**src/rtl/ucomb_pkg.sv**
```systemverilog
// ---------------------------------------------------------------------------
// ucomb_pkg
// Shared definitions for the ucomb datapath self-test logic.
//
// Contents:
//   state_t      - controller states (idle, settle wait, capture, done)
//   UCOMB_IN_W   - width of the datapath input bus
//   LFSR_FB_MASK - feedback taps of the x^27+x^5+x^2+x+1 vector LFSR
//                  (bits 26, 4, 1 and 0 of the current vector)
//   MISR_POLY    - CRC-16-CCITT polynomial used by the signature register
//   MISR_SEED    - value loaded into the signature register at sweep start
//   lfsrNext     - one shift-left step of the vector LFSR
// ---------------------------------------------------------------------------
package ucomb_pkg;

   typedef enum logic [1:0] {
      ST_IDLE = 2'd0,
      ST_WAIT = 2'd1,
      ST_CAPT = 2'd2,
      ST_DONE = 2'd3
   } state_t;

   localparam int UCOMB_IN_W = 27;

   localparam logic [UCOMB_IN_W-1:0] LFSR_FB_MASK = 27'h4000013;
   localparam logic [15:0]           MISR_POLY    = 16'h1021;
   localparam logic [15:0]           MISR_SEED    = 16'hFFFF;

   // Fibonacci step: the XOR of the tapped bits is shifted in at bit 0
   // while the top bit falls off the end.
   function automatic logic [UCOMB_IN_W-1:0] lfsrNext(input logic [UCOMB_IN_W-1:0] q);
      return {q[UCOMB_IN_W-2:0], ^(q & LFSR_FB_MASK)};
   endfunction

endpackage

```
**src/rtl/ucomb_misr.sv**
```systemverilog
// ---------------------------------------------------------------------------
// ucomb_misr
// Multiple-input signature register. It folds one response word into a
// running signature per enabled cycle. Written generically so that other
// gate testers can reuse it.
//
// Ports:
//   clock   in   1       clock
//   reset   in   1       asynchronous reset, active-high (loads SEED)
//   clear   in   1       synchronous reload of SEED (wins over enable)
//   enable  in   1       fold data into the signature this cycle
//   data    in   OUT_W   response word, zero-extended to SIG_W
//   sig     out  SIG_W   current signature
// ---------------------------------------------------------------------------
module ucomb_misr
   import ucomb_pkg::*;
#(
   parameter int               SIG_W = 16,
   parameter int               OUT_W = 6,
   parameter logic [SIG_W-1:0] POLY  = MISR_POLY,
   parameter logic [SIG_W-1:0] SEED  = MISR_SEED
) (
   input  logic             clock,
   input  logic             reset,
   input  logic             clear,
   input  logic             enable,
   input  logic [OUT_W-1:0] data,
   output logic [SIG_W-1:0] sig
);

   logic [SIG_W-1:0] rSig;
   logic [SIG_W-1:0] wFold;

   // One LFSR step of the signature (shift left, XOR the polynomial in
   // when the top bit falls out), then the response word is mixed into
   // the low bits.
   always_comb begin
      wFold = {rSig[SIG_W-2:0], 1'b0}
            ^ (rSig[SIG_W-1] ? POLY : '0)
            ^ {{(SIG_W-OUT_W){1'b0}}, data};
   end

   // The signature register. Clear has priority so that a new sweep
   // always begins from the seed even if a capture would coincide.
   always_ff @(posedge clock or posedge reset) begin
      if (reset) begin
         rSig <= SEED;
      end else if (clear) begin
         rSig <= SEED;
      end else if (enable) begin
         rSig <= wFold;
      end
   end

   assign sig = rSig;

endmodule

```
**src/rtl/ucomb_bist_ctrl.sv**
```systemverilog
// ---------------------------------------------------------------------------
// ucomb_bist_ctrl
// Sequencer and self-test controller for the ucomb_full combinational
// datapath. It drives the datapath input bus from a register and samples
// the datapath output after SETTLE wait cycles. It supports two kinds of
// operation: a single manual vector (valid/ready in, one-cycle response
// pulse out), or an autonomous sweep. A sweep takes its vectors from a
// counter or an LFSR and compresses the responses into a MISR signature.
//
// Ports:
//   wb_clk_i    in   1      clock
//   wb_rst_i    in   1      asynchronous reset, active-high
//   start       in   1      begin a sweep (acted on in IDLE or DONE)
//   abort       in   1      return to IDLE next cycle, beats start
//   mode_lfsr   in   1      sweep source 0=counter 1=LFSR, latched at start
//   seed        in   IN_W   LFSR seed (zero replaced by 1), latched at start
//   num_vec     in   CNT_W  vectors per sweep, latched at start
//   man_valid   in   1      manual vector request
//   man_vec     in   IN_W   manual vector
//   man_ready   out  1      manual request can be taken this cycle
//   resp_valid  out  1      one-cycle pulse, resp_data holds a response
//   resp_data   out  OUT_W  captured datapath output of a manual op
//   dut_in      out  IN_W   registered datapath input drive
//   dut_out     in   OUT_W  datapath output
//   busy        out  1      operation in progress (WAIT or CAPT)
//   done        out  1      sticky sweep-complete flag
//   vec_cnt     out  CNT_W  vectors captured in the current/last sweep
//   signature   out  SIG_W  MISR signature
// ---------------------------------------------------------------------------
module ucomb_bist_ctrl
   import ucomb_pkg::*;
#(
   parameter int IN_W   = UCOMB_IN_W,
   parameter int OUT_W  = 6,
   parameter int SETTLE = 2,
   parameter int CNT_W  = 16,
   parameter int SIG_W  = 16
) (
   input  logic             wb_clk_i,
   input  logic             wb_rst_i,
   input  logic             start,
   input  logic             abort,
   input  logic             mode_lfsr,
   input  logic [IN_W-1:0]  seed,
   input  logic [CNT_W-1:0] num_vec,
   input  logic             man_valid,
   input  logic [IN_W-1:0]  man_vec,
   output logic             man_ready,
   output logic             resp_valid,
   output logic [OUT_W-1:0] resp_data,
   output logic [IN_W-1:0]  dut_in,
   input  logic [OUT_W-1:0] dut_out,
   output logic             busy,
   output logic             done,
   output logic [CNT_W-1:0] vec_cnt,
   output logic [SIG_W-1:0] signature
);

   localparam int                WCNT_W    = (SETTLE > 1) ? $clog2(SETTLE) : 1;
   localparam logic [WCNT_W-1:0] WAIT_LOAD = WCNT_W'(SETTLE - 1);

   state_t            rState;
   logic [WCNT_W-1:0] rWaitCnt;
   logic              rManual;
   logic              rModeLfsr;
   logic [CNT_W-1:0]  rNumVec;
   logic [IN_W-1:0]   rDutIn;
   logic [OUT_W-1:0]  rRespData;
   logic              rRespValid;
   logic              rDone;
   logic [CNT_W-1:0]  rVecCnt;

   logic              wStartOk;
   logic [IN_W-1:0]   wSeed;
   logic [IN_W-1:0]   wNextVec;
   logic              wMisrClear;
   logic              wMisrEnable;
   logic [SIG_W-1:0]  wSig;

   // Sweep bookkeeping decoded from the current state. A start is only
   // acted on from IDLE or DONE and never together with abort. The next
   // vector always derives from the vector currently driven, so the
   // latched seed only matters for the first vector.
   always_comb begin
      wStartOk    = start && !abort && (rState == ST_IDLE || rState == ST_DONE);
      wSeed       = (seed == '0) ? IN_W'(1) : seed;
      wNextVec    = rModeLfsr ? lfsrNext(rDutIn) : rDutIn + IN_W'(1);
      wMisrClear  = wStartOk;
      wMisrEnable = !abort && (rState == ST_CAPT) && !rManual;
   end

   // Main controller. Each vector spends SETTLE cycles in WAIT (counter
   // loaded with SETTLE-1 and counted down to zero) and one cycle in
   // CAPT, so a sweep vector costs SETTLE+1 cycles. Abort overrides
   // everything else and leaves done, signature and vec_cnt as they are.
   always_ff @(posedge wb_clk_i or posedge wb_rst_i) begin
      if (wb_rst_i) begin
         rState     <= ST_IDLE;
         rWaitCnt   <= '0;
         rManual    <= 1'b0;
         rModeLfsr  <= 1'b0;
         rNumVec    <= '0;
         rDutIn     <= '0;
         rRespData  <= '0;
         rRespValid <= 1'b0;
         rDone      <= 1'b0;
         rVecCnt    <= '0;
      end else begin
         rRespValid <= 1'b0;
         if (abort) begin
            rState  <= ST_IDLE;
            rManual <= 1'b0;
         end else begin
            case (rState)
               ST_IDLE, ST_DONE: begin
                  if (start) begin
                     rModeLfsr <= mode_lfsr;
                     rNumVec   <= num_vec;
                     rVecCnt   <= '0;
                     rManual   <= 1'b0;
                     if (num_vec == '0) begin
                        rDone  <= 1'b1;
                        rState <= ST_DONE;
                     end else begin
                        rDone    <= 1'b0;
                        rDutIn   <= mode_lfsr ? wSeed : '0;
                        rWaitCnt <= WAIT_LOAD;
                        rState   <= ST_WAIT;
                     end
                  end else if (rState == ST_IDLE && man_valid) begin
                     rDutIn   <= man_vec;
                     rManual  <= 1'b1;
                     rWaitCnt <= WAIT_LOAD;
                     rState   <= ST_WAIT;
                  end
               end
               ST_WAIT: begin
                  if (rWaitCnt == '0) begin
                     rState <= ST_CAPT;
                  end else begin
                     rWaitCnt <= rWaitCnt - WCNT_W'(1);
                  end
               end
               ST_CAPT: begin
                  if (rManual) begin
                     rRespData  <= dut_out;
                     rRespValid <= 1'b1;
                     rManual    <= 1'b0;
                     rState     <= ST_IDLE;
                  end else begin
                     rVecCnt <= rVecCnt + CNT_W'(1);
                     if (rVecCnt + CNT_W'(1) == rNumVec) begin
                        rDone  <= 1'b1;
                        rState <= ST_DONE;
                     end else begin
                        rDutIn   <= wNextVec;
                        rWaitCnt <= WAIT_LOAD;
                        rState   <= ST_WAIT;
                     end
                  end
               end
               default: rState <= ST_IDLE;
            endcase
         end
      end
   end

   ucomb_misr #(
      .SIG_W (SIG_W),
      .OUT_W (OUT_W),
      .POLY  (SIG_W'(MISR_POLY)),
      .SEED  (SIG_W'(MISR_SEED))
   ) misrInst (
      .clock  (wb_clk_i),
      .reset  (wb_rst_i),
      .clear  (wMisrClear),
      .enable (wMisrEnable),
      .data   (dut_out),
      .sig    (wSig)
   );

   assign man_ready  = (rState == ST_IDLE) && !start;
   assign busy       = (rState == ST_WAIT) || (rState == ST_CAPT);
   assign resp_valid = rRespValid;
   assign resp_data  = rRespData;
   assign dut_in     = rDutIn;
   assign done       = rDone;
   assign vec_cnt    = rVecCnt;
   assign signature  = wSig;

endmodule
```
**config.mk**
```make
export PLATFORM = sky130hd
export DESIGN_NAME = ucomb_bist_ctrl
export DESIGN_NICKNAME = d
export VERILOG_FILES = /design/src/rtl/ucomb_pkg.sv /design/src/rtl/ucomb_misr.sv /design/src/rtl/ucomb_bist_ctrl.sv
export SDC_FILE = /design/constraint.sdc
export NUM_CORES = 1
export LEC_CHECK = 0
export ABC_AREA = 0
export CORE_MARGIN = 2
export CORE_UTILIZATION = 49
export DETAILED_ROUTE_END_ITERATION = 6
export PLACE_DENSITY = 0.81
export SLEW_MARGIN = 25
export SYNTH_ARGS = -nofsm -noshare
export SYNTH_HDL_FRONTEND = slang
export SYNTH_SLANG_ARGS = --single-unit
```
**constraint.sdc**
```tcl
create_clock -name wb_clk_i -period 3.9 [get_ports wb_clk_i]
set_clock_uncertainty 0.1 [all_clocks]
set_input_delay 0.585 -clock wb_clk_i [delete_from_list [all_inputs] [get_ports wb_clk_i]]
set_output_delay 0.585 -clock wb_clk_i [all_outputs]
set_load 0.03 [all_outputs]
```
==> flow_summary.json, run 1 <==
{
  "status": "finished clean",
  "firstDrtPassIters": 5,
  "cts_tree": "yes",
  "arrival_ns": 3.35,
  "rr_worst_depth": 9,
  "drive_gt1_share_pct": 8.76,
  "syn_area_per_cell_sq_um": 8.47,
  "pin_count": 151,
  "drv_cap": 0,
  "synthArstFlopShare_pct": 100,
  "root_buffer": "clkbuf_16",
  "hold_buffers": 0,
  "max_freq_mhz": 310,
  "rsz0062_at_grt": "no",
  "antenna_cells": 0,
  "placed_cells": 926,
  "clkLatencyLatePin_ns": 0.34,
  "synth_cell_types": 62,
  "crit_type": "reg -> reg",
  "synth-seq-cells": 88,
  "grtUsageMet2_pct": 46.5,
  "critPathRequiredTime_ns": 4.03,
  "tightest_slew_ns": 0.951,
  "finalSetupViolations": 0,
  "fp.coreArea_sq_mm": 0.0113,
  "synth_top_area_cell": "dfrtp_1",
  "hold_depth": 2,
  "dp_hpwl_um": 12600,
  "ir_drop_mv": 0.429,
  "synth-warning-count": 0,
  "finalPower_mw": 5.35,
  "instances_no_fill": 942,
  "antenna_found_initial": 0,
  "cp-start-kind": "register",
  "place.port_buffers": 150,
  "fin_setup_tns_ns": 0,
  "synth-edff-count": 0,
  "use_met3_pct": 6.18,
  "grt_max_degree": 60,
  "busiest_layer": "met2",
  "cts_sinks": 88,
  "drt-initial-drc-count": 510,
  "synth_top_area_share_pct": 32.0,
  "wl_per_cell_um": 18.7,
  "relSlewSlack_pct": 36.6,
  "hold_class": "reg -> reg",
  "fp.dieW_um": 111,
  "synth_ff_type": "dfrtp_1",
  "gp_congestion": 0.919,
  "synthToLayoutAreaGrowth_pct": 34.5,
  "finalMaxSlewViolations": 0,
  "synth_area_sq_mm": 0.00563,
  "grt_pass1_vias": 5778,
  "end_kind": "register",
  "vias_per_cell": 6.17,
  "power_density_mw_per_mm2": 706,
  "vias": 5814,
  "cts_resized": 0,
  "final_cell_mix": "clkdlybuf4s50_1 (150), nand2_1 (125), dfrtp_1 (72)",
  "clockBufferDepth": 2,
  "clk_pin_slew_ns": 0.07,
  "syn_nets": 752,
  "die_h_um": 111,
  "final_common_cell": "clkdlybuf4s50_1",
  "synthesis.instances": 665,
  "drc_errors": 0,
  "grt_overflow": 0,
  "total_leakage_power_nw": 3.04,
  "cp_max_fo": 28,
  "start_util_pct": 49.7,
  "fin_crit_sh_pct": 82.8,
  "grt_pass1_wl_um": 29200,
  "cts_buffers": 9,
  "wl_um": 17600,
  "post_cts_buffers": 0,
  "grt.total_usage_pct": 28.6,
  "fin_nets": 881,
  "hold_viol": 0,
  "grtUsageMet1_pct": 38.0,
  "htreeDepth": 3,
  "final.min_clock_period_ns": 3.23,
  "yosys-top-cells-area": "dfrtp_1 (32%), nand2_1 (8.3%), dfstp_2 (7.5%), o21ai_0 (5.4%), mux2_2 (3.6%)",
  "yosysSeqAreaShare_pct": 39.5,
  "antenna_left": 0,
  "dieArea_sq_mm": 0.0124,
  "rows": 39
}
==> cells by family after synthesis <==
family          synth area share [%]
fa+ha+maj                       1.11
flops                           39.5
compound gates                  22.1
mux                             4.49
buf+inv                         4.27
xor+xnor                        4.82
simple gates                    23.8
==> where the power goes <==
group | total [mW] | switching, mW | leakage, nW | internal, mW
logic | 2.57 | 1.45 | 1.78 | 1.12
registers | 1.79 | 0.492 | 1.10 | 1.30
clock network | 0.982 | 0.358 | 0.162 | 0.624
total | 5.35 | 2.30 | 3.04 | 3.05
==> cell usage after synthesis (all sizes together) (9+ instances only) <==
cell,instances
nand2,125
dfrtp,72
o21ai,61
nor2,37
clkbuf,36
a21oi,25
a221oi,23
nand4,20
mux2,18
nand3,18
o31ai,18
dfstp,16
xor2,16
a31oi,15
nor3,15
xnor2,15
inv,13
nor4,13
and4,11
buf,9
o22a,9
==> per-stage QoR <==
step	worst slack [ns]	hold WS, ns	util (%)	cell area (sq um)
after CTS	0.717	0.375	66.9	7570
after floorplan	0.736	0.365	-	5630
after detailed placement	0.497	0.358	63.9	7240
after global routing	0.460	0.382	66.9	7570
after global placement	0.555	0.355	63.9	7240
final	0.671	0.372	66.9	7570
==> layer usage <==
| layer | part of all wire, % | vias to the layer above |
|---|---|---|
| met5 | 0 | - |
| met4 | 2.6 | 0 |
| met3 | 7.1 | 40 |
| met2 | 48 | 256 |
| met1 | 42 | 2810 |
| li1 | - | 2708 |
==> cell type report <==
cell class | count | area (sq um)
inverters | 14 | 53.8
multi-input cells | 518 | 3170
fillers | 934 | 3750
repair buffers | 163 | 1610
clock inverters | 6 | 108
well taps | 143 | 179
flip-flops and latches | 88 | 2220
clock buffers | 10 | 229
==> worst max-delay path: stages, from the launching register on <==
cell and delay [ns]:
dfrtp_1 0.48, ha_1 0.38, and2_1 0.22, nand4_1 0.19, xnor2_1 0.21, or4_4 0.50
nor4_4 0.17, nand2b_1 0.14, buf_4 0.33, mux2_2 0.39
==> final timing paths <==
path,from,to,slack [ns]
max in group asynchronous,wb_rst_i,dut_in[24],2.39
setup reg to reg,vec_cnt[0],dut_in[10],0.67
hold reg to reg,misrInst.sig[8],misrInst.sig[9],0.37
hold / removal,misrInst.sig[8],misrInst.sig[9],0.37
min in group asynchronous,wb_rst_i,resp_data[4],0.61
setup / recovery,vec_cnt[0],dut_in[10],0.67
==> sequential cells by signal, indices dropped and copies added, names as in the netlist <==
register,cells
rState,2
rModeLfsr,1
vec_cnt,16
rNumVec,16
rManual,1
resp_data,6
done,1
resp_valid,1
misrInst.sig,16
rWaitCnt,1
dut_in,27
No activity file was read; power rests on OpenSTA's default activity.
==> inputs of run 2 (changes only) <==
==> constraint.sdc (replaced) <==
create_clock -name wb_clk_i -period 3 [get_ports wb_clk_i]
set_clock_uncertainty 0.1 [all_clocks]
set_input_delay 0.45 -clock wb_clk_i [delete_from_list [all_inputs] [get_ports wb_clk_i]]
set_output_delay 0.45 -clock wb_clk_i [all_outputs]
set_load 0.03 [all_outputs]
==> flow_summary.json, run 2 (same netlist as run 1, synthesis figures left out) <==
{
  "fin_setup_tns_ns": 0,
  "fin_crit_sh_pct": 95.9,
  "cpPeakStageDelay_ns": 0.56,
  "dr_wl_met3_um": 1230,
  "drt-initial-drc-count": 469,
  "dr_wl_met2_um": 8340,
  "clk_pin_slew_ns": 0.07,
  "crit_type": "reg -> reg",
  "wl_met1_um": 7580,
  "place.port_buffers": 150,
  "dp_hpwl_um": 12600,
  "synthToLayoutAreaGrowth_pct": 37.1,
  "grt.total_usage_pct": 28.7,
  "fp.coreArea_sq_mm": 0.0113,
  "hold_buffers": 0,
  "critPathRequiredTime_ns": 3.12,
  "grt_pass1_vias": 5721,
  "clockBufferDepth": 2,
  "finalPower_mw": 6.96,
  "p_switching_mw": 3.05,
  "grt_overflow": 0,
  "end_kind": "register",
  "die_h_um": 111,
  "wl_per_cell_um": 18.5,
  "finalMaxSlewViolations": 0,
  "antenna_found_initial": 0,
  "final.min_clock_period_ns": 2.88,
  "arrival_ns": 3.00,
  "total_leakage_power_nw": 3.13,
  "drv_cap": 0,
  "htreeDepth": 3,
  "power_switching_share_pct": 43.8,
  "clkLatencyLatePin_ns": 0.34,
  "cts_buffers": 9,
  "start_util_pct": 49.7,
  "dieArea_sq_mm": 0.0124,
  "root_buffer": "clkbuf_16",
  "grt_pass1_wl_um": 29200,
  "internal_power_mw": 3.91,
  "antenna_cells": 0,
  "hold_viol": 0,
  "fin_nets": 896,
  "antenna_left": 0,
  "cp-start-kind": "register",
  "fp.dieW_um": 111,
  "final_common_cell": "clkdlybuf4s50_1",
  "comb_power_share_pct": 49.8,
  "hold_depth": 2,
  "grt_max_degree": 89,
  "ir_drop_mv": 0.632,
  "rows": 39,
  "rsz0062_at_grt": "no",
  "vias": 5879,
  "cp_max_fo": 28,
  "drive_gt1_share_pct": 11.5,
  "largest_reg_flops": 27,
  "cts_sinks": 88,
  "slowest_stage": "or4_4",
  "power_density_mw_per_mm2": 901,
  "relSlewSlack_pct": 45.9,
  "rr_worst_depth": 9,
  "seqPwrFrac_pct": 32.9,
  "top_layer": "met4",
  "final_cell_mix": "clkdlybuf4s50_1 (150), nand2_1 (125), dfrtp_1 (67)",
  "drc_errors": 0,
  "instances_no_fill": 957,
  "firstDrtPassIters": 5,
  "wl_um": 17800,
  "status": "finished clean",
  "path_cells": "buf_4 > and4_1 > a211oi_2 > a31oi_1 > or4_4 > nor4_4 > nand2b_1 > buf_12 > mux2_2",
  "vias_per_cell": 6.14,
  "finalSetupViolations": 0,
  "hold_class": "reg -> reg",
  "tightest_slew_ns": 0.807,
  "max_freq_mhz": 347,
  "pin_count": 151,
  "cts_tree": "yes",
  "gp_congestion": 0.927,
  "placed_cells": 939,
  "pwr-share-clk_pct": 17.4
}
run 2: changes by cell type in the layout (fill, tap and decap cells not counted), moves of 2 or more:
cell | before | now
buf_4 | 12 | 26
inv_6 | 0 | 4
dfrtp_1 | 72 | 67
dfrtp_2 | 0 | 5
bufinv_16 | 3 | 1
run 2: power by group through the flow:
stage / combinational (mW) / sequential, mW / clock, mW
after floorplan: 1.66 / 2.72 / 0
after global placement: 3.35 / 2.25 / 0
after detailed placement: 3.43 / 2.27 / 0
after CTS: 3.45 / 2.26 / 1.22
after global routing: 3.73 / 2.36 / 1.28
final: 3.46 / 2.29 / 1.21
run 2: per-stage QoR:
| stage | hold WS, ns | setup slack [ns] | util (%) | instance area (sq um) |
|---|---|---|---|---|
| detailed placement | 0.363 | 0.0630 | 65.0 | 7360 |
| global route | 0.386 | 0.0123 | 68.2 | 7720 |
| global placement | 0.354 | -0.0169 | 65.0 | 7360 |
| floorplan | 0.365 | 0.00127 | - | 5640 |
| finish | 0.375 | 0.122 | 68.2 | 7720 |
| CTS | 0.376 | 0.0498 | 67.8 | 7680 |
run 2: final timing paths:
path,end,startpoint,slack (ns)
max in group asynchronous,vec_cnt[5],wb_rst_i,1.98
worst max register to register,dut_in[5],vec_cnt[0],0.12
worst min-delay path,misrInst.sig[13],misrInst.sig[12],0.38
worst max-delay path,dut_in[5],vec_cnt[0],0.12
min in group asynchronous,resp_valid,wb_rst_i,0.44
worst min register to register,misrInst.sig[13],misrInst.sig[12],0.38
run 2: layout make-up:
| class | count | area (sq um) |
|---|---|---|
| well taps | 143 | 179 |
| multi-input cells | 518 | 3200 |
| flip-flops and latches | 88 | 2230 |
| clock buffers | 10 | 250 |
| inverters | 14 | 53.8 |
| clock inverters | 6 | 70.1 |
| repair buffers | 178 | 1740 |
| fillers | 928 | 3600 |
run 2: routing by layer:
metal	track usage, %	vias up
li1	-	2734
met5	0	-
met1	38.2	2847
met4	12.2	0
met2	45.3	251
met3	6.23	47
run 2: worst max-delay path, delay by kind of cell, from the launching register on:
kind	cells	cell delay (ns)
buf+inv	2	0.36
flops	1	0.42
simple gates	4	1.14
compound gates	2	0.35
mux	1	0.36
run 2: repair_timing:
action	in CTS	in global routing
buffers inserted	0	2
setup endpoints to repair	0	17
gates resized for setup	0	8
